File: config.mk
export PLATFORM = sky130hd
export DESIGN_NAME = branch_predictor_ctrl_flat
export DESIGN_NICKNAME = d
export VERILOG_FILES = /design/src/rtl/branch_predictor_ctrl_pkg.sv /design/src/rtl/branch_predictor_ctrl_if.sv /design/src/rtl/branch_predictor_ctrl_reg_file.sv /design/src/rtl/branch_predictor_ctrl.sv /design/src/flat_wrapper.sv
export SDC_FILE = /design/constraint.sdc
export NUM_CORES = 1
export LEC_CHECK = 0
export BUFFER_PORTS_ARGS = -buffer_cell sky130_fd_sc_hd__clkbuf_2
export CORE_MARGIN = 10
export CORE_UTILIZATION = 54
export DETAILED_ROUTE_END_ITERATION = 10
export PLACE_DENSITY_LB_ADDON = 0.3
export SLEW_MARGIN = 20
export SYNTH_ARGS = -nofsm -noshare
export SYNTH_HDL_FRONTEND = slang
export SYNTH_SLANG_ARGS = --single-unit
File: constraint.sdc
create_clock -name clk -period 2.4 [get_ports clk]
set_clock_uncertainty 0.1 [all_clocks]
set_input_delay 0.48 -clock clk [delete_from_list [all_inputs] [get_ports clk]]
set_output_delay 0.48 -clock clk [all_outputs]
set_load 0.1 [all_outputs]
File: src/rtl/branch_predictor_ctrl_pkg.sv
`default_nettype none
// ============================================================================
//  Module   : CDB_types (package)
//  Brief    : 2-bit saturating counter type, encodings and next-state helper.
//  Revision : 1.0 - initial release
// ============================================================================
package CDB_types;

    typedef logic [1:0] sat_ctr_t;

    localparam sat_ctr_t CTR_SNT = 2'b00;
    localparam sat_ctr_t CTR_WNT = 2'b01;
    localparam sat_ctr_t CTR_WT  = 2'b10;
    localparam sat_ctr_t CTR_ST  = 2'b11;

    function automatic sat_ctr_t sat_ctr_next(input sat_ctr_t ctr, input logic taken);
        sat_ctr_t nxt;
        nxt = ctr;
        if (taken) begin
            if (ctr != CTR_ST) nxt = ctr + 2'd1;
        end else begin
            if (ctr != CTR_SNT) nxt = ctr - 2'd1;
        end
        return nxt;
    endfunction

endpackage
`default_nettype wire

File: src/rtl/branch_predictor_ctrl_if.sv
`default_nettype none
// ============================================================================
//  Module   : branch_predictor_ctrl_if
//  Brief    : Fetch request/response and commit update bundle of the predictor.
//  Revision : 1.0 - initial release
// ============================================================================
interface branch_predictor_ctrl_if #(
    parameter int GHR_W = 5,
    parameter int PC_W  = 32
);
    logic             pred_req_valid;
    logic [PC_W-1:0]  pred_req_pc;
    logic             pred_resp_valid;
    logic             pred_taken;
    logic [1:0]       pred_ctr;
    logic [GHR_W-1:0] pred_ghr;
    logic             upd_valid;
    logic [PC_W-1:0]  upd_pc;
    logic [GHR_W-1:0] upd_ghr;
    logic [1:0]       upd_ctr;
    logic             upd_taken;
    logic             upd_mispredict;

    modport master (
        output pred_req_valid, pred_req_pc,
        input  pred_resp_valid, pred_taken, pred_ctr, pred_ghr,
        output upd_valid, upd_pc, upd_ghr, upd_ctr, upd_taken, upd_mispredict
    );

    modport slave (
        input  pred_req_valid, pred_req_pc,
        output pred_resp_valid, pred_taken, pred_ctr, pred_ghr,
        input  upd_valid, upd_pc, upd_ghr, upd_ctr, upd_taken, upd_mispredict
    );
endinterface
`default_nettype wire

File: src/rtl/branch_predictor_ctrl_reg_file.sv
`default_nettype none
// ============================================================================
//  Module   : predictor_reg_file
//  Brief    : Counter storage, one write port, synchronous read (pre-write data).
//  Revision : 1.0 - initial release
// ============================================================================
module predictor_reg_file #(
    parameter int DEPTH    = 32,
    parameter int DATA_LEN = 2
) (
    input  wire logic                     clk,
    input  wire logic                     rst,
    input  wire logic                     i_we,
    input  wire logic [$clog2(DEPTH)-1:0] i_wr_addr,
    input  wire logic [DATA_LEN-1:0]      i_data_in,
    input  wire logic                     i_re,
    input  wire logic [$clog2(DEPTH)-1:0] i_rd_addr,
    output logic      [DATA_LEN-1:0]      o_data_out
);

    logic [DATA_LEN-1:0] r_mem [DEPTH];
    logic [DATA_LEN-1:0] r_data_out;

    // Read output only moves on a read so the consumer sees a held value.
    always_ff @(posedge clk) begin
        if (rst) begin
            for (int i = 0; i < DEPTH; i++) r_mem[i] <= '0;
            r_data_out <= '0;
        end else begin
            if (i_we) r_mem[i_wr_addr] <= i_data_in;
            if (i_re) r_data_out <= r_mem[i_rd_addr];
        end
    end

    assign o_data_out = r_data_out;

endmodule
`default_nettype wire

File: src/rtl/branch_predictor_ctrl.sv
`default_nettype none
// ============================================================================
//  Module   : branch_predictor_ctrl
//  Brief    : Gshare/bimodal direction predictor control around the counter table.
//             Define PRED_GSHARE_EN for gshare indexing; bimodal otherwise.
//  Revision : 1.0 - initial release
// ============================================================================
module branch_predictor_ctrl
    import CDB_types::*;
#(
    parameter int INDEX_W = 5,
    parameter int GHR_W   = 5,
    parameter int PC_W    = 32
) (
    input wire logic               clk,
    input wire logic               rst,
    branch_predictor_ctrl_if.slave bus
);

    localparam int c_DEPTH = 2 ** INDEX_W;

    logic               w_req;
    logic               w_upd;
    logic [INDEX_W-1:0] w_rd_hist;
    logic [INDEX_W-1:0] w_wr_hist;
    logic [INDEX_W-1:0] w_rd_idx;
    logic [INDEX_W-1:0] w_wr_idx;
    sat_ctr_t           w_wr_data;
    sat_ctr_t           w_rf_dout;
    sat_ctr_t           w_pred_ctr;
    logic               w_collide;
    logic               w_resp_valid;
    logic               w_unused;

    logic               r_resp_valid;
    logic [GHR_W-1:0]   r_pred_ghr;
    logic [GHR_W-1:0]   r_spec_ghr;
    logic               r_byp;
    sat_ctr_t           r_byp_ctr;

    assign w_req = bus.pred_req_valid;
    assign w_upd = bus.upd_valid;

`ifdef PRED_GSHARE_EN
    assign w_rd_hist = INDEX_W'(r_spec_ghr);
    assign w_wr_hist = INDEX_W'(bus.upd_ghr);
`else
    assign w_rd_hist = '0;
    assign w_wr_hist = '0;
`endif

    assign w_rd_idx  = bus.pred_req_pc[INDEX_W+1:2] ^ w_rd_hist;
    assign w_wr_idx  = bus.upd_pc[INDEX_W+1:2] ^ w_wr_hist;
    assign w_wr_data = sat_ctr_next(bus.upd_ctr, bus.upd_taken);
    assign w_collide = w_req && w_upd && (w_rd_idx == w_wr_idx);

    // PC offset/upper bits and (in bimodal) the history inputs carry no information here.
    assign w_unused = ^{bus.pred_req_pc, bus.upd_pc, bus.upd_ghr, bus.upd_mispredict};

    predictor_reg_file #(
        .DEPTH    (c_DEPTH),
        .DATA_LEN (2)
    ) u_table (
        .clk        (clk),
        .rst        (rst),
        .i_we       (w_upd),
        .i_wr_addr  (w_wr_idx),
        .i_data_in  (w_wr_data),
        .i_re       (w_req),
        .i_rd_addr  (w_rd_idx),
        .o_data_out (w_rf_dout)
    );

    // Table returns pre-write data on a same-index collision, so the written value is forwarded.
    assign w_pred_ctr   = r_byp ? r_byp_ctr : w_rf_dout;
    assign w_resp_valid = r_resp_valid && !rst;

    always_ff @(posedge clk) begin
        if (rst) begin
            r_resp_valid <= 1'b0;
            r_pred_ghr   <= '0;
            r_spec_ghr   <= '0;
            r_byp        <= 1'b0;
            r_byp_ctr    <= CTR_SNT;
        end else begin
            r_resp_valid <= w_req;
            if (w_req) begin
                r_pred_ghr <= r_spec_ghr;
                r_byp      <= w_collide;
                r_byp_ctr  <= w_wr_data;
            end
`ifdef PRED_GSHARE_EN
            // Mispredict repair wins over the shift of a response in the same cycle.
            if (w_upd && bus.upd_mispredict)
                r_spec_ghr <= GHR_W'({bus.upd_ghr, bus.upd_taken});
            else if (r_resp_valid)
                r_spec_ghr <= GHR_W'({r_spec_ghr, w_pred_ctr[1]});
`else
            r_spec_ghr <= '0;
`endif
        end
    end

    assign bus.pred_resp_valid = w_resp_valid;
    assign bus.pred_ctr        = w_pred_ctr;
    assign bus.pred_taken      = w_pred_ctr[1];
    assign bus.pred_ghr        = r_pred_ghr;

endmodule
`default_nettype wire

File: src/flat_wrapper.sv
// flat-port wrapper written by rule: the top's interface ports become plain ports
module branch_predictor_ctrl_flat import CDB_types::*;
#(
    parameter int INDEX_W = 5,
    parameter int GHR_W   = 5,
    parameter int PC_W    = 32
)
  (clk, rst, bus_pred_req_valid, bus_pred_req_pc, bus_pred_resp_valid, bus_pred_taken, bus_pred_ctr, bus_pred_ghr, bus_upd_valid, bus_upd_pc, bus_upd_ghr, bus_upd_ctr, bus_upd_taken, bus_upd_mispredict);
  branch_predictor_ctrl_if #(.GHR_W(GHR_W), .PC_W(PC_W)) bus_i ();
  input wire logic clk;
  input wire logic rst;
  input wire logic [$bits(bus_i.pred_req_valid)-1:0] bus_pred_req_valid;
  input wire logic [$bits(bus_i.pred_req_pc)-1:0] bus_pred_req_pc;
  output wire logic [$bits(bus_i.pred_resp_valid)-1:0] bus_pred_resp_valid;
  output wire logic [$bits(bus_i.pred_taken)-1:0] bus_pred_taken;
  output wire logic [$bits(bus_i.pred_ctr)-1:0] bus_pred_ctr;
  output wire logic [$bits(bus_i.pred_ghr)-1:0] bus_pred_ghr;
  input wire logic [$bits(bus_i.upd_valid)-1:0] bus_upd_valid;
  input wire logic [$bits(bus_i.upd_pc)-1:0] bus_upd_pc;
  input wire logic [$bits(bus_i.upd_ghr)-1:0] bus_upd_ghr;
  input wire logic [$bits(bus_i.upd_ctr)-1:0] bus_upd_ctr;
  input wire logic [$bits(bus_i.upd_taken)-1:0] bus_upd_taken;
  input wire logic [$bits(bus_i.upd_mispredict)-1:0] bus_upd_mispredict;
  assign bus_i.pred_req_valid = bus_pred_req_valid;
  assign bus_i.pred_req_pc = bus_pred_req_pc;
  assign bus_pred_resp_valid = bus_i.pred_resp_valid;
  assign bus_pred_taken = bus_i.pred_taken;
  assign bus_pred_ctr = bus_i.pred_ctr;
  assign bus_pred_ghr = bus_i.pred_ghr;
  assign bus_i.upd_valid = bus_upd_valid;
  assign bus_i.upd_pc = bus_upd_pc;
  assign bus_i.upd_ghr = bus_upd_ghr;
  assign bus_i.upd_ctr = bus_upd_ctr;
  assign bus_i.upd_taken = bus_upd_taken;
  assign bus_i.upd_mispredict = bus_upd_mispredict;
  branch_predictor_ctrl #(.INDEX_W(INDEX_W), .GHR_W(GHR_W), .PC_W(PC_W)) u_core (.clk(clk), .rst(rst), .bus(bus_i));
endmodule
==> results of run 1 <==
[cell families (layout without fill, tap and decap cells)]
kind of cell / count (synthesis) / after routing
XOR/XNOR: 5 / 5
other: 1 / 5
adder cells (fa/ha/maj): 1 / 1
AO/OA/AOI/OAI: 31 / 31
AND/OR/NAND/NOR: 161 / 161
multiplexers: 34 / 34
flip-flops: 70 / 70
buffers and inverters: 32 / 50
[cell usage in the layout (no fill, tap or decap), types with 2 or more instances in the layout]
| master | count |
|---|---|
| inv_1 | 3 |
| conb_1 | 5 |
| mux2_2 | 2 |
| edfxtp_1 | 64 |
| dfxtp_1 | 6 |
| clkbuf_8 | 9 |
| or4_1 | 2 |
| a211oi_1 | 4 |
| nand2b_1 | 34 |
| buf_4 | 8 |
| nor3b_1 | 3 |
| and3b_1 | 2 |
| xor2_1 | 4 |
| mux2i_1 | 32 |
| buf_12 | 4 |
| bufinv_16 | 4 |
| clkbuf_2 | 19 |
| nor2_1 | 73 |
| nor2b_1 | 2 |
| a22oi_1 | 16 |
| nand2_1 | 35 |
| nor4bb_1 | 2 |
| a21oi_1 | 9 |
[registers in the layout, indices dropped and copies added, names as in the netlist]
register / count
u_core.u_table.r_mem: 64
u_core.r_byp_ctr: 2
u_core.u_table.o_data_out: 2
u_core.r_byp: 1
u_core.r_resp_valid: 1
[layer usage]
| layer | share of wire, % | vias to the layer above |
|---|---|---|
| li1 | - | 1186 |
| met1 | 41 | 1185 |
| met2 | 52 | 68 |
| met3 | 5.6 | 13 |
| met4 | 1.8 | 0 |
| met5 | 0 | - |
[cell usage after synthesis (3+ instances only)]
cell type / instances
dfxtp_1: 6
inv_1: 3
buf_4: 6
nor2b_1: 3
clkbuf_1: 19
mux2i_1: 32
nand2_1: 35
a21oi_1: 9
a211oi_1: 4
nand2b_1: 34
a22oi_1: 16
edfxtp_1: 64
nor2_1: 73
xor2_1: 4
nor3b_1: 3
[final cells by class]
class,count,area [µm²],share of cell area [%]
clock buffer,9,124,3.06
clock inverter,7,145,3.58
sequential,70,2040,50.4
timing repair buffer,31,235,5.81
inverter,3,11.3,0.278
tap,77,96.3,2.38
multi-input combinational,237,1400,34.5
[stage by stage]
step	cells	util [%]	area (µm²)	setup WS, ps	hold WS, ps
floorplan	339	-	3620	374	349
global placement	418	58.9	3780	173	364
detailed placement	418	58.9	3780	166	380
CTS	434	63.1	4050	360	289
global route	434	63.1	4050	335	317
finish	434	63.1	4050	366	296
[where the power goes]
part           switching [mW]  internal [mW]  total [mW]  leakage, nW
clock network           0.475          0.801        1.28        0.130
logic                   0.240          0.111       0.351        0.765
registers              0.0212           1.39        1.41        0.658
total                   0.736           2.30        3.04         1.55
[worst max-delay path: stages (launching register included)]
cell and delay [ps]:
dfxtp_1 370, mux2_2 350, clkbuf_2 370
[final timing paths]
path | start | end | slack (ps) | depth (start not counted)
max | u_core.r_byp | bus_pred_ctr[0] | 370 | 2
min | bus_pred_req_valid | u_core.u_table.o_data_out[0] | 300 | 2
max reg2reg | u_core.u_table.r_mem[27][0] | u_core.u_table.o_data_out[0] | 680 | 5
min reg2reg | u_core.u_table.o_data_out[0] | u_core.u_table.o_data_out[0] | 390 | 2
==> run summary, run 1 <==
run status = finished clean
largest family of logic cells by synthesized area = simple AND/OR/NAND/NOR gates
Setup crit end kind = primary output
Post-Syn Area = 3600 µm²
pin count of the biggest net entering global routing = 34
Synth Area in XOR/XNOR = 1.22%
crit start category = register
CP required = 1820 ps
postcts setup bufs = 0
Yosys Warn Count = 0
Seq cells post-synth = 70
Clock H-tree levels = 3
WL/cell = 17.8 µm
Pre-antenna DRT Iters = 5
Core ar. = 6420 µm²
num rows = 29
setup repair after global routing missed its margin = false
WP data arrival = 1450 ps
n_diodes = 0
TritonCTS clock tree = yes
Final Hold Vio Count = 0
vias after detailed routing = 2452
post-CTS sizing = 0
fin crit period = 2030 ps
Initial Util = 56.1%
Area Growth Syn to Fin = 12.4%
multiplexer area fraction after synthesis = 9.52%
drt drc = 0
Final TNS setup = 0 ps
routing usage on met3 = 3.34%
final wirelength = 7.73 mm
total die area = 10300 µm²
Root Driver = clkbuf_8
GRT busiest layer = met2
Cell variety after synth = 34
PD cells = 750 nW/µm²
met1 GRT Util = 18.4%
Die Ht = 102 µm
Total Power = 3.04 mW
Avg Vias per Cell = 5.65
post-synthesis compound-gate area fraction = 5.77%
Max Freq = 492 MHz
max_slew headroom = 43.5%
Reg clk slew, reported paths = 80 ps
Yosys top cell area share = 53.4%
drt first-iter violations = 166
Port-buffer cells = 20
worst slew pin tran = 847 ps
Crit Path Max Fanout = 3
Synth Flop Type = edfxtp_1
crit share post-route = 84.7%
Worst VDD drop = 0.438 mV
vias in the first global route = 2517
Adder-Cell Fraction of Synth Area = 0.278%
Critical Setup Path Class = reg2out
met2 Usage GRT = 27.0%
share of layout cells above drive strength 1 = 14.6%
IO Count = 86
register area share after synthesis = 56.7%
GRT Resource Usage Total = 15.7%
max-cap viol count = 0
CTS max path bufs = 2
Overflow after GRT = 0
cell taking the most area after synthesis = edfxtp_1
hold crit path type = in2reg
first-pass GRT wire length = 12.5 mm
Net count, final = 429
Synth Area in Simple Gates = 21.3%
fin. max-slew vios = 0
CTS Buf Count = 9
setup violators final = 0
EDFF count, synth = 64
antenna violations before repair = 0
clock latency on the worst-skew pair = 350 ps
clock net sink count = 70
Final ANT Viol Nets = 0
Die W = 102 µm
top post-synthesis cells by area = edfxtp_1 (53%), mux2i_1 (8.9%), nor2_1 (7.6%), nand2b_1 (5.9%), nand2_1 (3.6%)
FFs w/ async S/R, synth = 0%
RePlAce Congestion = 0.808
leak pwr = 1.55 nW
cell count after synthesis = 335
Avg Cell Area, Syn = 10.8 µm²
dpl hpwl = 5.30 mm
hold_buf cts = 0
Fill cells = 507
Power figures use the tool's default switching activity.
==> inputs of run 2 (changes only) <==
Clock period 2.4 ns to 2.1 ns, I/O delays scaled along.
==> run 2 against run 1 <==
Non-clock buffer count is 3 higher. Clock-buffer cell count stayed put. Sequential power is 14% higher. Largest power group unchanged. Die area stayed put. First-iteration DRC count is 14% lower. Core utilization is 0.37 points lower. Via count is 1.1% higher. Critical path depth stayed put. Worst hold slack worse by 57 ps. Worst setup slack worse by 250 ps. Global-route usage is 0.40 points lower.
==> run summary, run 2 (synthesis gave the netlist of run 1 again) <==
sequential cell area = 2040 µm² (unchanged)
CP cell instances = mux2_2 -> clkbuf_2 (unchanged)
max reg flops = 64 (unchanged)
total die area = 10300 µm² (unchanged)
pin count of the biggest net entering global routing = 34 (unchanged)
clock net sink count = 70 (unchanged)
clock power share = 37.5% (was 42.0%)
Area Growth Syn to Fin = 11.8% (was 12.4%)
drt first-iter violations = 143 (was 166)
dpl hpwl = 5.32 mm (was 5.30 mm)
hold crit path type = in2reg (unchanged)
run status = finished clean (unchanged)
Initial Util = 56.1% (unchanged)
most frequent cells in the layout = nor2_1 (73), edfxtp_1 (64), nand2_1 (35) (unchanged)
Crit Path Max Fanout = 3 (unchanged)
crit path max-delay cell type = dfxtp_1 (unchanged)
most common cell after layout, fill and taps aside = nor2_1 (unchanged)
n_diodes = 0 (unchanged)
setup repair after global routing missed its margin = false (unchanged)
GRT Resource Usage Total = 15.3% (was 15.7%)
WL/cell = 17.6 µm (was 17.8 µm)
max_slew headroom = 51.1% (was 43.5%)
fin. max-slew vios = 0 (unchanged)
Final TNS setup = 0 ps (unchanged)
Worst VDD drop = 0.479 mV (was 0.438 mV)
Pre-antenna DRT Iters = 5 (unchanged)
Inst Count DP = 421 (was 418)
num rows = 29 (unchanged)
Clock H-tree levels = 3 (unchanged)
hold_buf cts = 0 (unchanged)
Core ar. = 6420 µm² (unchanged)
leak pwr = 1.55 nW (about the same)
Net count, final = 432 (was 429)
Net Switching = 838 µW (was 736 µW)
Seq pwr share = 50.0% (was 46.5%)
CTS max path bufs = 2 (unchanged)
CP required = 1580 ps (was 1820 ps)
RePlAce Congestion = 0.801 (was 0.808)
crit-path max cell delay = 380 ps (was 370 ps)
Reg with most FFs = u_core.u_table.r_mem (unchanged)
Die Ht = 102 µm (unchanged)
Final ANT Viol Nets = 0 (unchanged)
TritonCTS clock tree = yes (unchanged)
IO Count = 86 (unchanged)
WP data arrival = 1460 ps (was 1450 ps)
Setup crit end kind = primary output (unchanged)
post-CTS sizing = 0 (unchanged)
Critical Setup Path Class = reg2out (unchanged)
Final Hold Vio Count = 0 (unchanged)
Root Driver = clkbuf_8 (unchanged)
Die W = 102 µm (unchanged)
crit share post-route = 94.3%
fin crit period = 1980 ps
Hold Crit Depth = 2 (unchanged)
Avg Vias per Cell = 5.68 (was 5.65)
drt drc = 0 (unchanged)
Internal = 2.39 mW (was 2.30 mW)
Levels on crit path = 2 (unchanged)
worst slew pin tran = 733 ps (was 847 ps)
postcts setup bufs = 0 (unchanged)
Min Hold Slack = 238 ps (was 296 ps)
Worst Reg-to-Reg Cells = 5 (unchanged)
footprint of the multi-input gates = 1400 µm² (unchanged)
Top delay family on crit path = flip-flops (unchanged)
setup violators final = 0 (unchanged)
antenna violations before repair = 0 (unchanged)
Fill cells = 519 (was 507)
Overflow after GRT = 0 (unchanged)
Sw Share = 25.9% (was 24.2%)
Comb pwr share = 12.5% (was 11.5%)
crit start category = register (unchanged)
Port-buffer cells = 20 (unchanged)
final wirelength = 7.68 mm (was 7.73 mm)
final design utilization = 62.7% (was 63.1%)
Max Freq = 505 MHz
vias in the first global route = 2511 (was 2517)
share of layout cells above drive strength 1 = 15.3% (was 14.6%)
Reg clk slew, reported paths = 80 ps (about the same)
first-pass GRT wire length = 12.2 mm (was 12.5 mm)
CP bufs+invs = 1 (unchanged)
max-cap viol count = 0 (unchanged)
vias after detailed routing = 2480 (was 2452)
CTS Buf Count = 9 (unchanged)
PD cells = 802 nW/µm² (was 750 nW/µm²)
clock latency on the worst-skew pair = 350 ps (about the same)
Finished Layout Cells = 437 (was 434)
-- run 2: path summary, 6_finish.rpt --
| kind | start | to | slack (ps) |
|---|---|---|---|
| hold reg to reg | u_core.r_byp_ctr[0] | u_core.r_byp_ctr[0] | 410 |
| setup reg to reg | u_core.u_table.r_mem[25][0] | u_core.u_table.o_data_out[0] | 310 |
| setup / recovery | u_core.r_byp | bus_pred_taken | 120 |
| hold / removal | bus_pred_req_valid | u_core.u_table.o_data_out[1] | 240 |
-- run 2: per-stage QoR --
stage / area [µm²] / setup slack (ps) / power, mW
floorplan: 3620 / 174 / 1.94
global placement: 3800 / -66.5 / 2.03
detailed placement: 3800 / -111 / 2.05
CTS: 4030 / 117 / 3.24
global route: 4030 / 100 / 3.33
finish: 4030 / 119 / 3.23
-- run 2: per-layer routing --
metal	track usage (%)	up-vias	share of wire [%]
met3	3.54	20	5.9
met4	6.60	0	2.2
li1	-	1201	-
met2	26.8	70	51
met1	17.5	1189	41
met5	0	-	0
-- run 2: power by group through the flow --
stage / Sequential (mW) / Clock (mW) / Combinational, mW
after floorplan: 1.64 / 0 / 0.308
after global placement: 1.64 / 0 / 0.390
after detailed placement: 1.65 / 0 / 0.402
after CTS: 1.61 / 1.22 / 0.403
after global routing: 1.62 / 1.27 / 0.432
final: 1.61 / 1.21 / 0.403
-- run 2: final cells by class --
cell class	count	area share, %
sequential	70	50.7
multi-input combinational	237	34.7
timing repair buffer	34	6.40
clock buffer	9	3.08
clock inverter	7	2.45
tap	77	2.39
inverter	3	0.280
==> inputs of run 3 (changes only) <==
Clock period 2.1 ns to 2.15 ns, I/O delays scaled along.
==> run 3 against run 2 <==
Flip-flop and latch count unchanged. Wire length up 1.7%. Worst hold slack about the same. Worst setup slack better by 51 ps. First-iteration DRC count down 5.6%. Via count up 0.93%. Clock-buffer cell count unchanged. Sequential share of layout area up 0.49 points. Register-to-register slack better by 100 ps. Largest cell class unchanged.
==> run summary, run 3 (synthesis gave the netlist of run 1 again) <==
WL/cell = 18.0 µm (was 17.6 µm)
RePlAce Congestion = 0.809 (was 0.801)
Area Growth Syn to Fin = 10.7% (was 11.8%)
Max Freq = 505 MHz
Overflow after GRT = 0 (unchanged)
Root Driver = clkbuf_8 (unchanged)
CTS Buf Count = 9 (unchanged)
Crit Path Max Fanout = 3 (unchanged)
share of layout cells above drive strength 1 = 14.8% (was 15.3%)
final design utilization = 62.1% (was 62.7%)
Final Instance Area = 3990 µm² (was 4030 µm²)
Core ar. = 6420 µm² (unchanged)
max-cap viol count = 0 (unchanged)
leak pwr = 1.53 nW (was 1.55 nW)
most common cell after layout, fill and taps aside = nor2_1 (unchanged)
Clock H-tree levels = 3 (unchanged)
worst slew pin tran = 764 ps (was 733 ps)
routing usage on met3 = 3.88% (was 3.54%)
Initial Util = 56.1% (unchanged)
met2 Usage GRT = 27.4% (was 26.8%)
Final Hold Vio Count = 0 (unchanged)
hold crit path type = in2reg (unchanged)
Setup crit end kind = primary output (unchanged)
postcts setup bufs = 0 (unchanged)
TritonCTS clock tree = yes (unchanged)
Reg with most FFs = u_core.u_table.r_mem (unchanged)
Die W = 102 µm (unchanged)
fin. max-slew vios = 0 (unchanged)
pin count of the biggest net entering global routing = 34 (unchanged)
post-CTS sizing = 0 (unchanged)
antenna violations before repair = 0 (unchanged)
drt drc = 0 (unchanged)
vias after detailed routing = 2503 (was 2480)
most frequent cells in the layout = nor2_1 (73), edfxtp_1 (64), nand2_1 (35) (unchanged)
first-pass GRT wire length = 12.4 mm (was 12.2 mm)
n_diodes = 0 (unchanged)
PD cells = 760 nW/µm² (was 802 nW/µm²)
drt first-iter violations = 135 (was 143)
vias in the first global route = 2580 (was 2511)
Reg clk slew, reported paths = 80 ps (about the same)
Place WS = -66.4 ps (was -111 ps)
WP data arrival = 1450 ps (was 1460 ps)
Total Power = 3.03 mW (was 3.23 mW)
Port-buffer cells = 20 (unchanged)
CP required = 1620 ps (was 1580 ps)
met1 GRT Util = 17.5% (about the same)
Min Hold Slack = 238 ps (about the same)
Critical Setup Path Class = reg2out (unchanged)
final wirelength = 7.81 mm (was 7.68 mm)
GRT Resource Usage Total = 15.8% (was 15.3%)
Worst VDD drop = 0.444 mV (was 0.479 mV)
crit share post-route = 92.1%
CTS max path bufs = 2 (unchanged)
Pre-antenna DRT Iters = 4 (was 5)
max reg flops = 64 (unchanged)
final worst setup slack = 170 ps (was 119 ps)
clock latency on the worst-skew pair = 350 ps (about the same)
GRT busiest layer = met2 (unchanged)
placed inst area = 3790 µm² (was 3800 µm²)
Die Ht = 102 µm (unchanged)
fin crit period = 1980 ps
hold_buf cts = 0 (unchanged)
Net count, final = 430 (was 432)
Final ANT Viol Nets = 0 (unchanged)
num rows = 29 (unchanged)
crit start category = register (unchanged)
setup violators final = 0 (unchanged)
Avg Vias per Cell = 5.75 (was 5.68)
run status = finished clean (unchanged)
total die area = 10300 µm² (unchanged)
clock net sink count = 70 (unchanged)
setup repair after global routing missed its margin = false (unchanged)
dpl hpwl = 5.49 mm (was 5.32 mm)
max_slew headroom = 49.0% (was 51.1%)
IO Count = 86 (unchanged)
## run 3: changes by cell type in the layout (fill, tap and decap cells not counted)
cell        delta
buf_4          -2
bufinv_16      -1
clkinv_2       +1
clkinv_4       +1
clkinvlp_4     -1
## run 3: final timing paths
path	from	end	slack, ps	depth (start not counted)
setup / recovery	u_core.r_byp	bus_pred_taken	170	2
hold / removal	bus_pred_req_valid	u_core.u_table.o_data_out[0]	240	2
setup reg to reg	u_core.u_table.r_mem[24][0]	u_core.u_table.o_data_out[0]	410	5
hold reg to reg	u_core.r_byp_ctr[1]	u_core.r_byp_ctr[1]	390	2
## run 3: through the flow
step / cells / setup TNS (ps)
final: 435 / 0
after detailed placement: 419 / -120
after global placement: 419 / -49.9
after global routing: 435 / 0
after floorplan: 339 / 0
after CTS: 435 / 0
## run 3: layout make-up
class	count	area [µm²]
fillers	525	2430
flip-flops and latches	70	2040
multi-input cells	237	1400
repair buffers	32	243
clock buffers	9	124
well taps	77	96.3
clock inverters	7	75.1
inverters	3	11.3
## run 3: worst max-delay path, cell delays in order (launching register included)
cell and delay (ps):
dfxtp_1 370, mux2_2 360, clkbuf_2 380
## run 3: per-layer routing
layer / vias up / part of all wire [%]
li1: 1193 / -
met1: 1227 / 39
met2: 69 / 52
met3: 14 / 6.1
met4: 0 / 2.0
met5: - / 0
## run 3: power by group
group / switching, mW / internal (mW)
combinational: 0.268 / 0.125
clock: 0.521 / 0.539
sequential: 0.0237 / 1.55
total: 0.813 / 2.22
